[src/rtl/record_pkg.sv]
// Shared helpers for the multi-channel sample recorder.
// Derived widths and the channel packing index.
package record_pkg;

   localparam int DEF_NUM_CH = 1;
   localparam int DEF_WORD_W = 32;
   localparam int DEF_DEPTH  = 4;
   localparam int DEF_CNT_W  = 16;

   function automatic int bitCntW(input int wordW);
      return $clog2(wordW);
   endfunction

   function automatic int ptrW(input int depth);
      return $clog2(depth);
   endfunction

   function automatic int fillW(input int depth);
      return $clog2(depth) + 1;
   endfunction

   function automatic int packIdx(input int ch, input int wordW);
      return ch * wordW;
   endfunction

endpackage

[src/rtl/record_fifo.sv]
// Synchronous FIFO with push-while-full allowed when a pop
// frees a slot in the same cycle.
module record_fifo
   import record_pkg::*;
#(
   parameter int WIDTH = 32,
   parameter int DEPTH = 4
) (
   input  logic                     clk,
   input  logic                     resetN,
   input  logic                     push,
   input  logic                     pop,
   input  logic [WIDTH-1:0]         pushData,
   output logic                     pushOk,
   output logic [WIDTH-1:0]         headData,
   output logic                     full,
   output logic                     empty,
   output logic [fillW(DEPTH)-1:0]  level
);

   localparam int PW = ptrW(DEPTH);
   localparam int LW = fillW(DEPTH);

   logic [WIDTH-1:0] mem [DEPTH];
   logic [PW-1:0]    wrPtr;
   logic [PW-1:0]    rdPtr;
   logic [LW-1:0]    cnt;
   logic             doPop;

   assign empty    = (cnt == '0);
   assign full     = (cnt == LW'(DEPTH));
   assign doPop    = pop & ~empty;
   assign pushOk   = push & (~full | doPop);
   assign headData = mem[rdPtr];
   assign level    = cnt;

   always_ff @(posedge clk) begin
      if (!resetN) begin
         wrPtr <= '0;
         rdPtr <= '0;
         cnt   <= '0;
      end else begin
         if (pushOk) wrPtr <= wrPtr + PW'(1);
         if (doPop)  rdPtr <= rdPtr + PW'(1);
         if (pushOk && !doPop)
            cnt <= cnt + LW'(1);
         else if (doPop && !pushOk)
            cnt <= cnt - LW'(1);
      end
   end

   // Storage needs no reset; the head is ignored while empty.
   always_ff @(posedge clk) begin
      if (resetN && pushOk) mem[wrPtr] <= pushData;
   end

endmodule

[src/rtl/sample_record_fifo.sv]
// Multi-channel serial sample recorder: shifts one bit per channel
// per sample edge and queues each completed word set.
module sample_record_fifo
   import record_pkg::*;
#(
   parameter int NUM_CH     = DEF_NUM_CH,
   parameter int WORD_W     = DEF_WORD_W,
   parameter int FIFO_DEPTH = DEF_DEPTH,
   parameter int CNT_W      = DEF_CNT_W
) (
   input  logic                           clk,
   input  logic                           resetN,
   input  logic                           enable,
   input  logic                           samplePulse,
   input  logic [NUM_CH-1:0]              dIn,
   input  logic                           msbFirst,
   input  logic                           flush,
   input  logic                           clrStatus,
   output logic [NUM_CH*WORD_W-1:0]       outData,
   output logic                           outValid,
   input  logic                           outReady,
   output logic [fillW(FIFO_DEPTH)-1:0]   fillLevel,
   output logic [bitCntW(WORD_W)-1:0]     bitCount,
   output logic                           overflow,
   output logic [CNT_W-1:0]               dropCount
);

   localparam int BC_W = bitCntW(WORD_W);
   localparam int DW   = NUM_CH * WORD_W;

   logic              spD;
   logic              shiftEn;
   logic              wordDone;
   logic              pushOk;
   logic              drop;
   logic              fifoFull;
   logic              fifoEmpty;
   logic [WORD_W-1:0] sr     [NUM_CH];
   logic [WORD_W-1:0] srNext [NUM_CH];
   logic [DW-1:0]     pushWord;

   assign shiftEn  = enable & samplePulse & ~spD;
   assign wordDone = shiftEn & ~flush &
                     (bitCount == BC_W'(WORD_W - 1));
   assign drop     = wordDone & ~pushOk;
   assign outValid = ~fifoEmpty;

   always_comb begin
      srNext   = '{default: '0};
      pushWord = '0;
      for (int c = 0; c < NUM_CH; c++) begin
         srNext[c] = msbFirst ? {sr[c][WORD_W-2:0], dIn[c]}
                              : {dIn[c], sr[c][WORD_W-1:1]};
         pushWord[packIdx(c, WORD_W) +: WORD_W] = srNext[c];
      end
   end

   always_ff @(posedge clk) begin
      if (!resetN) begin
         spD      <= 1'b0;
         bitCount <= '0;
         for (int c = 0; c < NUM_CH; c++) sr[c] <= '0;
      end else begin
         spD <= samplePulse;
         if (flush) begin
            bitCount <= '0;
            for (int c = 0; c < NUM_CH; c++) sr[c] <= '0;
         end else if (shiftEn) begin
            bitCount <= wordDone ? '0 : bitCount + BC_W'(1);
            for (int c = 0; c < NUM_CH; c++) sr[c] <= srNext[c];
         end
      end
   end

   // A drop in the same cycle as clrStatus restarts the count at one.
   always_ff @(posedge clk) begin
      if (!resetN) begin
         overflow  <= 1'b0;
         dropCount <= '0;
      end else if (drop) begin
         overflow <= 1'b1;
         if (clrStatus)
            dropCount <= CNT_W'(1);
         else if (!(&dropCount))
            dropCount <= dropCount + CNT_W'(1);
      end else if (clrStatus) begin
         overflow  <= 1'b0;
         dropCount <= '0;
      end
   end

   record_fifo #(
      .WIDTH (DW),
      .DEPTH (FIFO_DEPTH)
   ) uFifo (
      .clk      (clk),
      .resetN   (resetN),
      .push     (wordDone),
      .pop      (outReady),
      .pushData (pushWord),
      .pushOk   (pushOk),
      .headData (outData),
      .full     (fifoFull),
      .empty    (fifoEmpty),
      .level    (fillLevel)
   );

endmodule

[config.mk]
export PLATFORM = sky130hd
export DESIGN_NAME = sample_record_fifo
export DESIGN_NICKNAME = d
export VERILOG_FILES = /design/src/rtl/record_pkg.sv /design/src/rtl/record_fifo.sv /design/src/rtl/sample_record_fifo.sv
export SDC_FILE = /design/constraint.sdc
export NUM_CORES = 1
export LEC_CHECK = 0
export ABC_CLOCK_PERIOD_IN_PS = 9700
export BUFFER_PORTS_ARGS = -buffer_cell sky130_fd_sc_hd__buf_4
export CAP_MARGIN = 5
export CORE_UTILIZATION = 50
export CTS_BUF_LIST = sky130_fd_sc_hd__clkbuf_8 sky130_fd_sc_hd__clkbuf_16
export DETAILED_ROUTE_END_ITERATION = 7
export MAX_ROUTING_LAYER = met4
export PLACE_DENSITY = 0.69
export SYNTH_ARGS = -nofsm -noshare
export SYNTH_HDL_FRONTEND = slang
export SYNTH_HIERARCHICAL = 1
export SYNTH_SLANG_ARGS = --single-unit
[constraint.sdc]
create_clock -name clk -period 9.7 [get_ports clk]
set_input_delay 2.91 -clock clk [delete_from_list [all_inputs] [get_ports clk]]
set_output_delay 2.91 -clock clk [all_outputs]
set_load 0.02 [all_outputs]
==> impl_results.md <==
- Status: complete, no violations
- Buffers on Ports: between 60 and 70
- Internal power: 1.32 mW
- Max-slew violation count: 0
- VDD IR max: 0.123 mV
- Worst Skew: 0.00989 ns
- Largest net degree at the start of global routing: 40
- Period utilization: 51.7%
- Routed wire per std cell: 18.8 µm
- Post-CTS setup buffers: 0
- Most frequent cells in the layout: edfxtp_1, buf_4, and3_1
- Pre-antenna DRT Iters: 5
- Power per cell area: 179 nW/µm²
- Post-CTS Hold Fix Bufs: 0
- Syn nets: 486
- CP Class: reg -> out
- Num CTS Buffers: 17
- Slew of the pin with the lowest slew margin: 0.722 ns
- Final setup viols: 0
- Crit path DAT: around 2.1 ns
- EDFF count, synth: 160
- Gr ovfl total: 0
- Number of global-route vias before repair: between 4000 and 5000
- Post-CTS sizing: 0
- YS warnings: 6
- Slew HR: 51.4%
- Die area: 16400 µm²
- H-tree levels: 4
- Area taken by multi-input logic gates: approximately 2300 µm²
- Place WS: about 4.3 ns
- Reg2reg path depth: 9
- Post-Syn Area: ~7900 µm²
- Commonest non-fill, non-tap cell in the layout: edfxtp_1
- Initial Util: 51.8%
- Post-synthesis sequential area ratio: around 70%
- Die extent in x: 128 µm
- Clock group share of total power: 42.5%
- Worst setup EP type: output port
- Max Buffers Root-to-Sink: 2
- Post-synth cell types: 50
- Max Cap Violations: 0
- Io pins: 67
- Diodes inserted: 0
- Clock transition at the registers of the reported paths: 0.06 ns
- Hold path depth: 2
- Vias/cell: 5.70
- Avg Cell Area, Syn: roughly 17 µm²
- #FFs+latches synth: 192
- Fill cell count: 1183
- Site Rows: 45
- Flip-flop and latch area: 5450 µm²
- Vias post-DR: about 4400
- DRC errors left: 0
- Sequential cell fraction of total power: a little under three fifths
- Crit Path Max Fanout: 32
- Routed WL: 14400 µm
- Layout Nets: 557
- Initial DRC count: between 300 and 400
- Total power: 1.64 mW
- RSZ-0062 raised after global routing: false
- Setup TNS: 0 ns
- Async set or reset register ratio after synthesis: 0%
- Hold Path Class: reg -> reg
- Switch share: roughly 20%
- Antenna violations before repair: 0
- Crit path launch type: flip-flop
- Hold Fails Final Rpt: 0
- Crit path required time: 6.79 ns
- CTS sink cnt: 192
- Antenna viol nets, final: 0
- First-pass GRT wire length: 23000 µm
- Die Y: about 130 µm
- Sw power: 0.325 mW
- Most used DFF post-synth: edfxtp_1
- Max Clock Freq: 199 MHz
- CTS tree: done
- Worst-Skew Late Latency: 0.43 ns
- Clock root cell: clkbuf_16
- Share of cells above drive strength 1: 31.5%
- CORE AREA: 15300 µm²
- Worst setup slack after layout: 4.69 ns
- P&R area growth vs syn: 16.0%
- Mapped Cells: approximately 470
- Logic pwr share: 2.5%
- Tmin final: 5.01 ns
- Leak Pwr: about 3.4 nW
- Dpl hpwl: 8460 µm
- GRT Total Usage: 19.5%
- RePlAce Congestion: 0.848
state kept, by name, indices dropped and copies added, names as in the netlist, named ones only:
| register | flops |
|---|---|
| bitCount | 5 |
| dropCount | 16 |
| uFifo/wrPtr | 2 |
| uFifo/mem | 128 |
| uFifo/rdPtr | 2 |
| sr | 32 |
| overflow | 1 |
| spD | 1 |
| uFifo/level | 3 |
Yosys cell counts (3+ instances only):
cell,n,area (µm²)
a21oi_1,16,80.1
and2_1,6,37.5
and3_1,38,238
buf_1,3,11.3
buf_12,3,60.1
buf_2,4,20.0
clkbuf_1,12,45.0
dfxtp_1,32,641
edfxtp_1,160,4800
ha_1,8,100
inv_1,8,30.0
mux2_2,33,372
mux2i_1,3,30.0
mux4_2,32,721
nand2_1,17,63.8
nand2b_1,3,18.8
nand3_1,6,30.0
nand3b_1,3,22.5
nand4_1,5,31.3
nor2_1,4,15.0
nor2b_1,4,25.0
nor3_1,5,25.0
nor4_1,3,18.8
o21a_1,3,22.5
o21ai_0,6,30.0
o31ai_1,10,75.1
or3_1,3,18.8
or4_1,10,75.1
xnor2_1,3,26.3
metrics by stage:
stage	area (µm²)	hold slack [ns]	util [%]	instances
after floorplan	7930	0.468	-	468
after global placement	8610	0.478	56.2	731
after detailed placement	8610	0.477	56.2	731
after CTS	9200	0.488	60.0	763
after global routing	9200	0.531	60.0	763
final	9200	0.505	60.0	763
critical path: stages (launching register included):
cell and delay (ns):
dfxtp_2 0.31, buf_4 0.52, mux4_2 0.62, buf_4 0.18
cell families after synthesis:
| logic type | Yosys count | synth area share, % |
|---|---|---|
| compound gates | 46 | 3.90 |
| buf+inv | 32 | 2.34 |
| xor+xnor | 4 | 0.442 |
| flops | 192 | 68.7 |
| simple gates | 117 | 8.95 |
| fa+ha+maj | 9 | 1.52 |
| mux | 68 | 14.2 |
metal layers:
metal / up-vias / GRT usage, % / share of wire (%)
met5: - / - / 0
met4: 0 / 6.23 / 0.98
met3: 11 / 5.01 / 4.6
met2: 120 / 31.3 / 51
met1: 2210 / 24.3 / 43
li1: 2010 / - / -
power by group through the flow:
stage | sequential [mW] | clock [mW] | combinational [mW]
3_3_place_gp | 0.923 | 0 | 0.0387
6_report | 0.905 | 0.698 | 0.0405
2_1_floorplan | 0.921 | 0 | 0.0266
3_5_place_dp | 0.923 | 0 | 0.0409
4_1_cts | 0.905 | 0.709 | 0.0410
5_1_grt | 0.905 | 0.743 | 0.0443
area by class of cell:
| class | count | area share (%) |
|---|---|---|
| tap | 211 | 2.87 |
| inverter | 8 | 0.327 |
| sequential | 192 | 59.2 |
| multi-input combinational | 244 | 25.0 |
| clock inverter | 15 | 1.77 |
| clock buffer | 17 | 4.63 |
| timing repair buffer | 76 | 6.20 |
path summary, 6_finish.rpt:
kind                  start        endpoint  slack, ns
max               flip-flop     outData[23]       4.69
min reg2reg  uFifo/wrPtr[0]  uFifo/wrPtr[0]       0.51
max reg2reg     bitCount[0]    dropCount[7]       6.51
min          uFifo/wrPtr[0]  uFifo/wrPtr[0]       0.51
Power figures use the tool's default switching activity.
